$ cat src/rtl/ram_port_arbiter_if.sv
// Bus bundle between the two requesters, the arbiter and the single-port RAM.
// The arbiter connects through the slave modport; masters and the RAM drive the master side.
interface ram_port_arbiter_if #(
  parameter int ADDR_W = 5,
  parameter int DATA_W = 16
);
  logic              m0_req;
  logic              m0_we;
  logic [ADDR_W-1:0] m0_addr;
  logic [DATA_W-1:0] m0_wdata;
  logic              m0_ack;
  logic              m0_rvalid;
  logic [DATA_W-1:0] m0_rdata;

  logic              m1_req;
  logic              m1_we;
  logic [ADDR_W-1:0] m1_addr;
  logic [DATA_W-1:0] m1_wdata;
  logic              m1_ack;
  logic              m1_rvalid;
  logic [DATA_W-1:0] m1_rdata;

  logic [ADDR_W-1:0] ram_addr;
  logic              ram_we;
  logic [DATA_W-1:0] ram_wdata;
  logic [DATA_W-1:0] ram_rdata;

  modport slave (
    input  m0_req, m0_we, m0_addr, m0_wdata,
    input  m1_req, m1_we, m1_addr, m1_wdata,
    input  ram_rdata,
    output m0_ack, m0_rvalid, m0_rdata,
    output m1_ack, m1_rvalid, m1_rdata,
    output ram_addr, ram_we, ram_wdata
  );

  modport master (
    output m0_req, m0_we, m0_addr, m0_wdata,
    output m1_req, m1_we, m1_addr, m1_wdata,
    output ram_rdata,
    input  m0_ack, m0_rvalid, m0_rdata,
    input  m1_ack, m1_rvalid, m1_rdata,
    input  ram_addr, ram_we, ram_wdata
  );
endinterface

$ cat src/rtl/ram_port_arbiter.sv
// Round-robin arbiter sharing one synchronous single-port RAM between the core (m0)
// and the load/debug port (m1); single-word transfers, all outputs registered.
module ram_port_arbiter #(
  parameter int ADDR_W = 5,
  parameter int DATA_W = 16
) (
  input  logic                 clk,
  input  logic                 rst,
  ram_port_arbiter_if.slave    bus,
  output logic                 busy
);

  typedef enum logic [1:0] {
    S_IDLE,
    S_ACCESS,
    S_READ_WAIT,
    S_READ_DONE
  } state_t;

  state_t              state_q;
  logic                last_winner_q;
  logic                win_q;
  logic                we_q;
  logic                ram_we_q;
  logic [ADDR_W-1:0]   addr_q;
  logic [DATA_W-1:0]   wdata_q;
  logic                m0_ack_q;
  logic                m1_ack_q;
  logic                m0_rvalid_q;
  logic                m1_rvalid_q;
  logic [DATA_W-1:0]   m0_rdata_q;
  logic [DATA_W-1:0]   m1_rdata_q;

  logic                req_any_d;
  logic                grant_id_d;
  logic                sel_we_d;
  logic [ADDR_W-1:0]   sel_addr_d;
  logic [DATA_W-1:0]   sel_wdata_d;

  // m1 wins when it is alone, or on a tie when m0 was served last.
  always_comb begin
    req_any_d   = bus.m0_req | bus.m1_req;
    grant_id_d  = bus.m1_req & (~bus.m0_req | ~last_winner_q);
    sel_we_d    = bus.m0_we;
    sel_addr_d  = bus.m0_addr;
    sel_wdata_d = bus.m0_wdata;
    if (grant_id_d) begin
      sel_we_d    = bus.m1_we;
      sel_addr_d  = bus.m1_addr;
      sel_wdata_d = bus.m1_wdata;
    end
  end

  always_ff @(posedge clk or posedge rst) begin
    if (rst) begin
      state_q       <= S_IDLE;
      last_winner_q <= 1'b1;
      win_q         <= 1'b0;
      we_q          <= 1'b0;
      ram_we_q      <= 1'b0;
      addr_q        <= '0;
      wdata_q       <= '0;
      m0_ack_q      <= 1'b0;
      m1_ack_q      <= 1'b0;
      m0_rvalid_q   <= 1'b0;
      m1_rvalid_q   <= 1'b0;
      m0_rdata_q    <= '0;
      m1_rdata_q    <= '0;
    end else begin
      // Strobes are single-cycle unless re-asserted below.
      m0_ack_q    <= 1'b0;
      m1_ack_q    <= 1'b0;
      m0_rvalid_q <= 1'b0;
      m1_rvalid_q <= 1'b0;
      ram_we_q    <= 1'b0;

      case (state_q)
        S_IDLE: begin
          if (req_any_d) begin
            win_q         <= grant_id_d;
            last_winner_q <= grant_id_d;
            we_q          <= sel_we_d;
            addr_q        <= sel_addr_d;
            wdata_q       <= sel_wdata_d;
            ram_we_q      <= sel_we_d;
            m0_ack_q      <= ~grant_id_d;
            m1_ack_q      <= grant_id_d;
            state_q       <= S_ACCESS;
          end
        end
        S_ACCESS: begin
          state_q <= we_q ? S_IDLE : S_READ_WAIT;
        end
        // RAM output now reflects the address presented during ACCESS.
        S_READ_WAIT: begin
          if (win_q) begin
            m1_rdata_q  <= bus.ram_rdata;
            m1_rvalid_q <= 1'b1;
          end else begin
            m0_rdata_q  <= bus.ram_rdata;
            m0_rvalid_q <= 1'b1;
          end
          state_q <= S_READ_DONE;
        end
        S_READ_DONE: begin
          state_q <= S_IDLE;
        end
        default: begin
          state_q <= S_IDLE;
        end
      endcase
    end
  end

  assign busy          = (state_q != S_IDLE);
  assign bus.ram_addr  = addr_q;
  assign bus.ram_we    = ram_we_q;
  assign bus.ram_wdata = wdata_q;
  assign bus.m0_ack    = m0_ack_q;
  assign bus.m1_ack    = m1_ack_q;
  assign bus.m0_rvalid = m0_rvalid_q;
  assign bus.m1_rvalid = m1_rvalid_q;
  assign bus.m0_rdata  = m0_rdata_q;
  assign bus.m1_rdata  = m1_rdata_q;

endmodule

$ cat src/flat_wrapper.sv
// flat-port wrapper written by rule: the top's interface ports become plain ports
module ram_port_arbiter_flat 
#(
  parameter int ADDR_W = 5,
  parameter int DATA_W = 16
)
  (clk, rst, busy, bus_m0_req, bus_m0_we, bus_m0_addr, bus_m0_wdata, bus_m1_req, bus_m1_we, bus_m1_addr, bus_m1_wdata, bus_ram_rdata, bus_m0_ack, bus_m0_rvalid, bus_m0_rdata, bus_m1_ack, bus_m1_rvalid, bus_m1_rdata, bus_ram_addr, bus_ram_we, bus_ram_wdata);
  ram_port_arbiter_if #(.ADDR_W(ADDR_W), .DATA_W(DATA_W)) bus_i ();
  input  logic clk;
  input  logic rst;
  output logic busy;
  input wire logic [$bits(bus_i.m0_req)-1:0] bus_m0_req;
  input wire logic [$bits(bus_i.m0_we)-1:0] bus_m0_we;
  input wire logic [$bits(bus_i.m0_addr)-1:0] bus_m0_addr;
  input wire logic [$bits(bus_i.m0_wdata)-1:0] bus_m0_wdata;
  input wire logic [$bits(bus_i.m1_req)-1:0] bus_m1_req;
  input wire logic [$bits(bus_i.m1_we)-1:0] bus_m1_we;
  input wire logic [$bits(bus_i.m1_addr)-1:0] bus_m1_addr;
  input wire logic [$bits(bus_i.m1_wdata)-1:0] bus_m1_wdata;
  input wire logic [$bits(bus_i.ram_rdata)-1:0] bus_ram_rdata;
  output wire logic [$bits(bus_i.m0_ack)-1:0] bus_m0_ack;
  output wire logic [$bits(bus_i.m0_rvalid)-1:0] bus_m0_rvalid;
  output wire logic [$bits(bus_i.m0_rdata)-1:0] bus_m0_rdata;
  output wire logic [$bits(bus_i.m1_ack)-1:0] bus_m1_ack;
  output wire logic [$bits(bus_i.m1_rvalid)-1:0] bus_m1_rvalid;
  output wire logic [$bits(bus_i.m1_rdata)-1:0] bus_m1_rdata;
  output wire logic [$bits(bus_i.ram_addr)-1:0] bus_ram_addr;
  output wire logic [$bits(bus_i.ram_we)-1:0] bus_ram_we;
  output wire logic [$bits(bus_i.ram_wdata)-1:0] bus_ram_wdata;
  assign bus_i.m0_req = bus_m0_req;
  assign bus_i.m0_we = bus_m0_we;
  assign bus_i.m0_addr = bus_m0_addr;
  assign bus_i.m0_wdata = bus_m0_wdata;
  assign bus_i.m1_req = bus_m1_req;
  assign bus_i.m1_we = bus_m1_we;
  assign bus_i.m1_addr = bus_m1_addr;
  assign bus_i.m1_wdata = bus_m1_wdata;
  assign bus_i.ram_rdata = bus_ram_rdata;
  assign bus_m0_ack = bus_i.m0_ack;
  assign bus_m0_rvalid = bus_i.m0_rvalid;
  assign bus_m0_rdata = bus_i.m0_rdata;
  assign bus_m1_ack = bus_i.m1_ack;
  assign bus_m1_rvalid = bus_i.m1_rvalid;
  assign bus_m1_rdata = bus_i.m1_rdata;
  assign bus_ram_addr = bus_i.ram_addr;
  assign bus_ram_we = bus_i.ram_we;
  assign bus_ram_wdata = bus_i.ram_wdata;
  ram_port_arbiter #(.ADDR_W(ADDR_W), .DATA_W(DATA_W)) u_core (.clk(clk), .rst(rst), .bus(bus_i), .busy(busy));
endmodule
$ cat config.mk
export PLATFORM = sky130hd
export DESIGN_NAME = ram_port_arbiter_flat
export DESIGN_NICKNAME = d
export VERILOG_FILES = /design/src/rtl/ram_port_arbiter_if.sv /design/src/rtl/ram_port_arbiter.sv /design/src/flat_wrapper.sv
export SDC_FILE = /design/constraint.sdc
export NUM_CORES = 1
export LEC_CHECK = 0
export ABC_AREA = 0
export BUFFER_PORTS_ARGS = -buffer_cell sky130_fd_sc_hd__clkbuf_2
export CAP_MARGIN = 15
export CORE_ASPECT_RATIO = 1.25
export CORE_MARGIN = 2
export CORE_UTILIZATION = 40
export DETAILED_ROUTE_END_ITERATION = 10
export PLACE_DENSITY = 0.71
export SLEW_MARGIN = 20
export SYNTH_ARGS = -nofsm -noshare
export SYNTH_HDL_FRONTEND = slang
export SYNTH_SLANG_ARGS = --single-unit
$ cat constraint.sdc
create_clock -name clk -period 4.3 [get_ports clk]
set_input_delay 0.215 -clock clk [delete_from_list [all_inputs] [get_ports clk]]
set_output_delay 0.215 -clock clk [all_outputs]
set_load 0.01 [all_outputs]
After elaboration in Yosys (flattened, before gate mapping). Cells that the tools add are included.

Flip-flop bits (word level): 63. Latch bits: 0. RAM bits: 0. ROM bits: 0. Input bits: 64. Output and inout bits: 59. Logic and storage cells: 45. Memories kept: 0.

Add/sub/neg operators: 0. Multipliers: 0. Divide/modulo/power cells: 0. Order comparisons: 0. Equality and inequality tests: 4. Shift operators: 0. Muxes and demuxes: 16. Bitwise logic cells: 7. Reduce and logical (&&, ||, !) cells: 5.

Operators by type and width (count): $mux 16 (1); $mux 1 (11); $pmux 2 s4 (1); $reduce_and 2->1 (3); $mux 5 (1); $eq 2x2->1 const B (2); $mux 2 (2); $not 1->1 (4); $eq 2x1->1 const B (1); $logic_not 2->1 (1); $ne 2x1->1 const B (1); $or 1x1->1 (2); $reduce_bool 2->1 (1); $and 1x1->1 (1).

Depth between registers and ports, before layout.
Depth after elaboration: 6. Gate-level depth with buffers: 5. Gate-level depth less buffers: 3.

Least setup slack after synthesis. OpenSTA, ideal clock, no wires.

Kind: reg-to-reg. Start point: register u_core.state_q[0]. End point: register u_core.m0_rdata_q[0] (netlist: u_core.bus.m0_rdata[0]). Setup time: 125 ps. Arrival time: 1258 ps. Required time: 4175 ps. Setup slack: 2917 ps. Stages on the path, launching flop included: 6. Path buffers: 2. Clock period less this slack: 1383 ps. Cell sequence: dfrtp_1 nor2b_4 nor2b_4 buf_6 buf_12 mux2_4.

Word-level cells in the longest chain between the ends: 2.

RTL lines: start: declaration (RTL line ram_port_arbiter.sv:20) `state_t state_q;`; start signal: assignment (RTL line ram_port_arbiter.sv:92) `state_q <= we_q ? S_IDLE : S_READ_WAIT;`; $eq 2x2->1 (RTL line ram_port_arbiter.sv:77) `case (state_q)`; $reduce_and 2->1 (no line); end signal: assignment (RTL line ram_port_arbiter.sv:100) `m0_rdata_q <= bus.ram_rdata;`; end: declaration (RTL line ram_port_arbiter.sv:31) `logic [DATA_W-1:0] m0_rdata_q;`.

Every way passes these cells. A chain may end at the register's enable or synchronous reset.

Worst setup path in the final report.
Start point: register u_core.state_q[0]. End point: register u_core.wdata_q[0] (netlist: u_core.bus.ram_wdata[0]).

Word-level cells in the longest chain between the ends: 2.

RTL lines: $logic_not 2->1 (RTL line ram_port_arbiter.sv:77); $reduce_and 2->1 (no line); end signal: assignment (RTL line ram_port_arbiter.sv:84) `wdata_q <= sel_wdata_d;`; end: declaration (RTL line ram_port_arbiter.sv:26) `logic [DATA_W-1:0] wdata_q;`.

Every way passes these cells.

==> impl_results.md <==
* Multi-input gate area at 937 sq um
* Number of synthesis warnings at 0
* Number of cells after detailed placement at 412
* R2r startpoint: u_core.state_q[0]
* Total track usage at 0.164
* Post-cts resize count at 0
* Storage cell area at 1580 sq um
* Number of buffers added by the clock tree synthesis step at 9
* Worst endpoint required time at 4470 ps
* Shortest clock period the worst path allows after layout at 2280 ps
* Beginning of the critical path: u_core.state_q[0]
* Peak fanout along the critical path at 27
* 1st-pass router iterations at 4
* Critical path launch point type: register
* WL final at 5880 microns
* Hold/Removal Path Class: input pin to async pin
* Non-Filler Cell Area, Final at 3480 sq um
* Status: complete, no violations
* Leading post-synthesis cells by cell area: sky130_fd_sc_hd__dfrtp_1, sky130_fd_sc_hd__mux2_2, sky130_fd_sc_hd__nand2_1
* Worst Tran Pin Value at 952 ps
* Total vias in the final route at 2,060
* Number of sinks on the clock net at 63
* Post-detailed-route DRC marker count at 0
* Number of antenna violations at the first check in global routing at 0
* Signal arrival time at the worst endpoint at 2450 ps
* Synthesized area at 2610 sq um
* CP Capture Type: register
* Number of enable-type register cells in the synthesized netlist at 0
* Ratio of total power to cell area at 751 nW/um^2
* Number of vias per cell after detailed routing at 4.81
* Placement-stage worst setup slack at 1950 ps
* FFs w/ async S/R, synth at 1.00
* I/O pin count at 123
* Terminus of the critical flop-to-flop path: u_core.bus.ram_wdata[0]
* CTS clock-pin slew for the worst setup and hold paths at 70 ps
* CTS root buffer: sky130_fd_sc_hd__clkbuf_8
* Maximum number of pins on one net before global-route repair at 64
* Final hold violation count at 0
* Number of cells in the finished layout apart from fillers at 428
* Initial core utilization at 0.418
* CP Class: register to register
* Final antenna-violating net count at 0
* Fin. max-slew vios at 0
* Post-synthesis net count at 282
* Area share of the largest cell type after synthesis at 0.594
* Count of cells along the worst register-to-register path at 3
* Final worst-path cycle share at 0.530
* Last element of the critical path: u_core.bus.ram_wdata[0]
* Area of the die at 7200 sq um
* Chip height at 94.4 microns
* Register bit total from synthesis at 63
* H-tree lvl count at 3
* PnR worst setup slack at 2020 ps
* Final core utilization at 0.557
* Fraction of layout cells with a size suffix above 1 at 0.522
* Max cap viols at 0
* Post-CTS Hold Fix Bufs at 0
* Overall die width at 76.3 microns
* Gate count of the mapped netlist at 218
* Sequential share of the synthesized area at 0.604
* Post-DP HPWL at 4220 microns
* Synth area leader: sky130_fd_sc_hd__dfrtp_1
* Via count of the first global-routing pass at 1,995
* Core area at 6250 sq um
* First-pass GRT wire length at 9210 microns
* TritonCTS clock tree: built
* Dpl cell area at 3250 sq um
* Insertion delay to the later sink of the worst-skew pair at 330 ps
* Overall power of the completed layout at 2.61 mW
* VDD IR-drop max at 0.267 mV
* Final GP Congestion at 0.730
* Nets@finish at 402
* Worst-case clock buffer depth at 2
* Setup TNS at 0 ps
* Port Buffer Count at 122
* Tightest slew margin relative to the limit at 0.365
* Cell row count at 32
* Post-CTS Repair Setup Buffers at 0
* Average instance area after synthesis at 12.0 sq um
* Worst reg2reg setup slack at 2020 ps
* Final setup viols at 0
* Overflow left after global routing at 0
* Fin Hold WS at 83.0 ps
* Number of antenna repair diodes at 0
* Fmax at 439 MHz
* Filler instances at 582
* Initial detailed-routing violation count at 82
* Worst clock skew at 7.54 ps
* Unrepaired setup endpoints after global routing: false
* Layout overhead on the synthesized area at 33.2%
* Cell variety after synth at 25
* Most used DFF post-synth: sky130_fd_sc_hd__dfrtp_1
* Average wire per cell in the routed design at 13.7 microns
* Leakage power at 1.76 nW
## final cells by class
| cell class | count | share of cell area |
|---|---|---|
| Timing Repair Buffer | 123 | 0.178 |
| Tap cell | 85 | 0.0306 |
| Inverter | 3 | 0.00324 |
| Multi-Input combinational cell | 138 | 0.269 |
| Clock buffer | 10 | 0.0395 |
| Sequential cell | 63 | 0.453 |
| Clock inverter | 6 | 0.0266 |
## layout by cell type (no fill, tap or decap)
master	n
sky130_fd_sc_hd__clkbuf_2	122
sky130_fd_sc_hd__dfrtp_1	62
sky130_fd_sc_hd__nand2_1	43
sky130_fd_sc_hd__a21oi_1	24
sky130_fd_sc_hd__mux2_2	23
sky130_fd_sc_hd__a31oi_1	22
sky130_fd_sc_hd__clkbuf_8	10
sky130_fd_sc_hd__mux2_4	9
sky130_fd_sc_hd__nor2_1	5
sky130_fd_sc_hd__nor2b_4	2
sky130_fd_sc_hd__inv_1	2
sky130_fd_sc_hd__bufinv_16	2
sky130_fd_sc_hd__clkinvlp_4	2
sky130_fd_sc_hd__nand2_2	1
sky130_fd_sc_hd__a21o_2	1
sky130_fd_sc_hd__nor2_2	1
sky130_fd_sc_hd__or2_1	1
sky130_fd_sc_hd__a21bo_1	1
sky130_fd_sc_hd__nor3_1	1
sky130_fd_sc_hd__a21o_1	1
sky130_fd_sc_hd__and2_1	1
sky130_fd_sc_hd__mux2i_1	1
sky130_fd_sc_hd__a21boi_2	1
sky130_fd_sc_hd__inv_2	1
sky130_fd_sc_hd__inv_6	1
sky130_fd_sc_hd__clkinv_4	1
sky130_fd_sc_hd__buf_4	1
sky130_fd_sc_hd__dfstp_2	1
## state kept, by name, summed over array words and instances, names as in the netlist, named ones only
| name | count |
|---|---|
| u_core.bus.ram_we | 1 |
| u_core.last_winner_q | 1 |
| u_core.state_q | 1 |
| u_core.bus.ram_addr | 5 |
| u_core.we_q | 1 |
| u_core.win_q | 1 |
| u_core.bus.m1_rvalid | 1 |
| u_core.bus.m1_rdata | 16 |
| u_core.bus.ram_wdata | 16 |
| u_core.bus.m0_ack | 1 |
| u_core.bus.m0_rvalid | 1 |
| u_core.bus.m1_ack | 1 |
| u_core.bus.m0_rdata | 16 |
## worst min path at each step
stage,startpoint,to,depth (start not counted)
floorplan,bus_m0_req,u_core.last_winner_q,1
global placement,bus_m0_req,u_core.last_winner_q,2
detailed placement,bus_m0_req,u_core.last_winner_q,2
CTS,bus_m0_req,u_core.last_winner_q,2
global route,bus_m0_req,u_core.last_winner_q,2
finish,rst,u_core.bus.ram_wdata[13],3
## cells in the mapped netlist, types with 2 or more instances
library cell,count
sky130_fd_sc_hd__clkbuf_1,8
sky130_fd_sc_hd__inv_1,3
sky130_fd_sc_hd__a21oi_1,24
sky130_fd_sc_hd__nand2_1,43
sky130_fd_sc_hd__a31oi_1,22
sky130_fd_sc_hd__nor2_1,5
sky130_fd_sc_hd__nor2b_4,2
sky130_fd_sc_hd__dfrtp_1,62
sky130_fd_sc_hd__mux2_2,23
sky130_fd_sc_hd__mux2_4,9
sky130_fd_sc_hd__buf_2,3
## kinds of logic (layout without fill, tap and decap cells)
kind of cell,Yosys count,after routing,synth area share
buf+inv,17,142,0.0388
mux,33,33,0.155
flops,63,63,0.604
simple gates,55,55,0.0910
compound gates,50,50,0.112
## routing by layer
metal / GRT usage / share of wire / vias to the layer above
met2: 0.283 / 0.51 / 89
met3: 0.0459 / 0.061 / 5
met1: 0.195 / 0.43 / 970
met4: 0.0682 / 0.0070 / 0
met5: 0 / 0 / -
li1: - / - / 996
## critical path, stage by stage (launching register included)
cell and delay (ps):
sky130_fd_sc_hd__dfrtp_1 450, sky130_fd_sc_hd__nor2_2 750, sky130_fd_sc_hd__and2_1 730, sky130_fd_sc_hd__a31oi_1 190
## report_power, final
group	internal (mW)	switching (mW)
registers	0.885	0.166
logic	0.478	0.504
clock network	0.345	0.235
total	1.71	0.905
(Power assumes the default switching activity.)
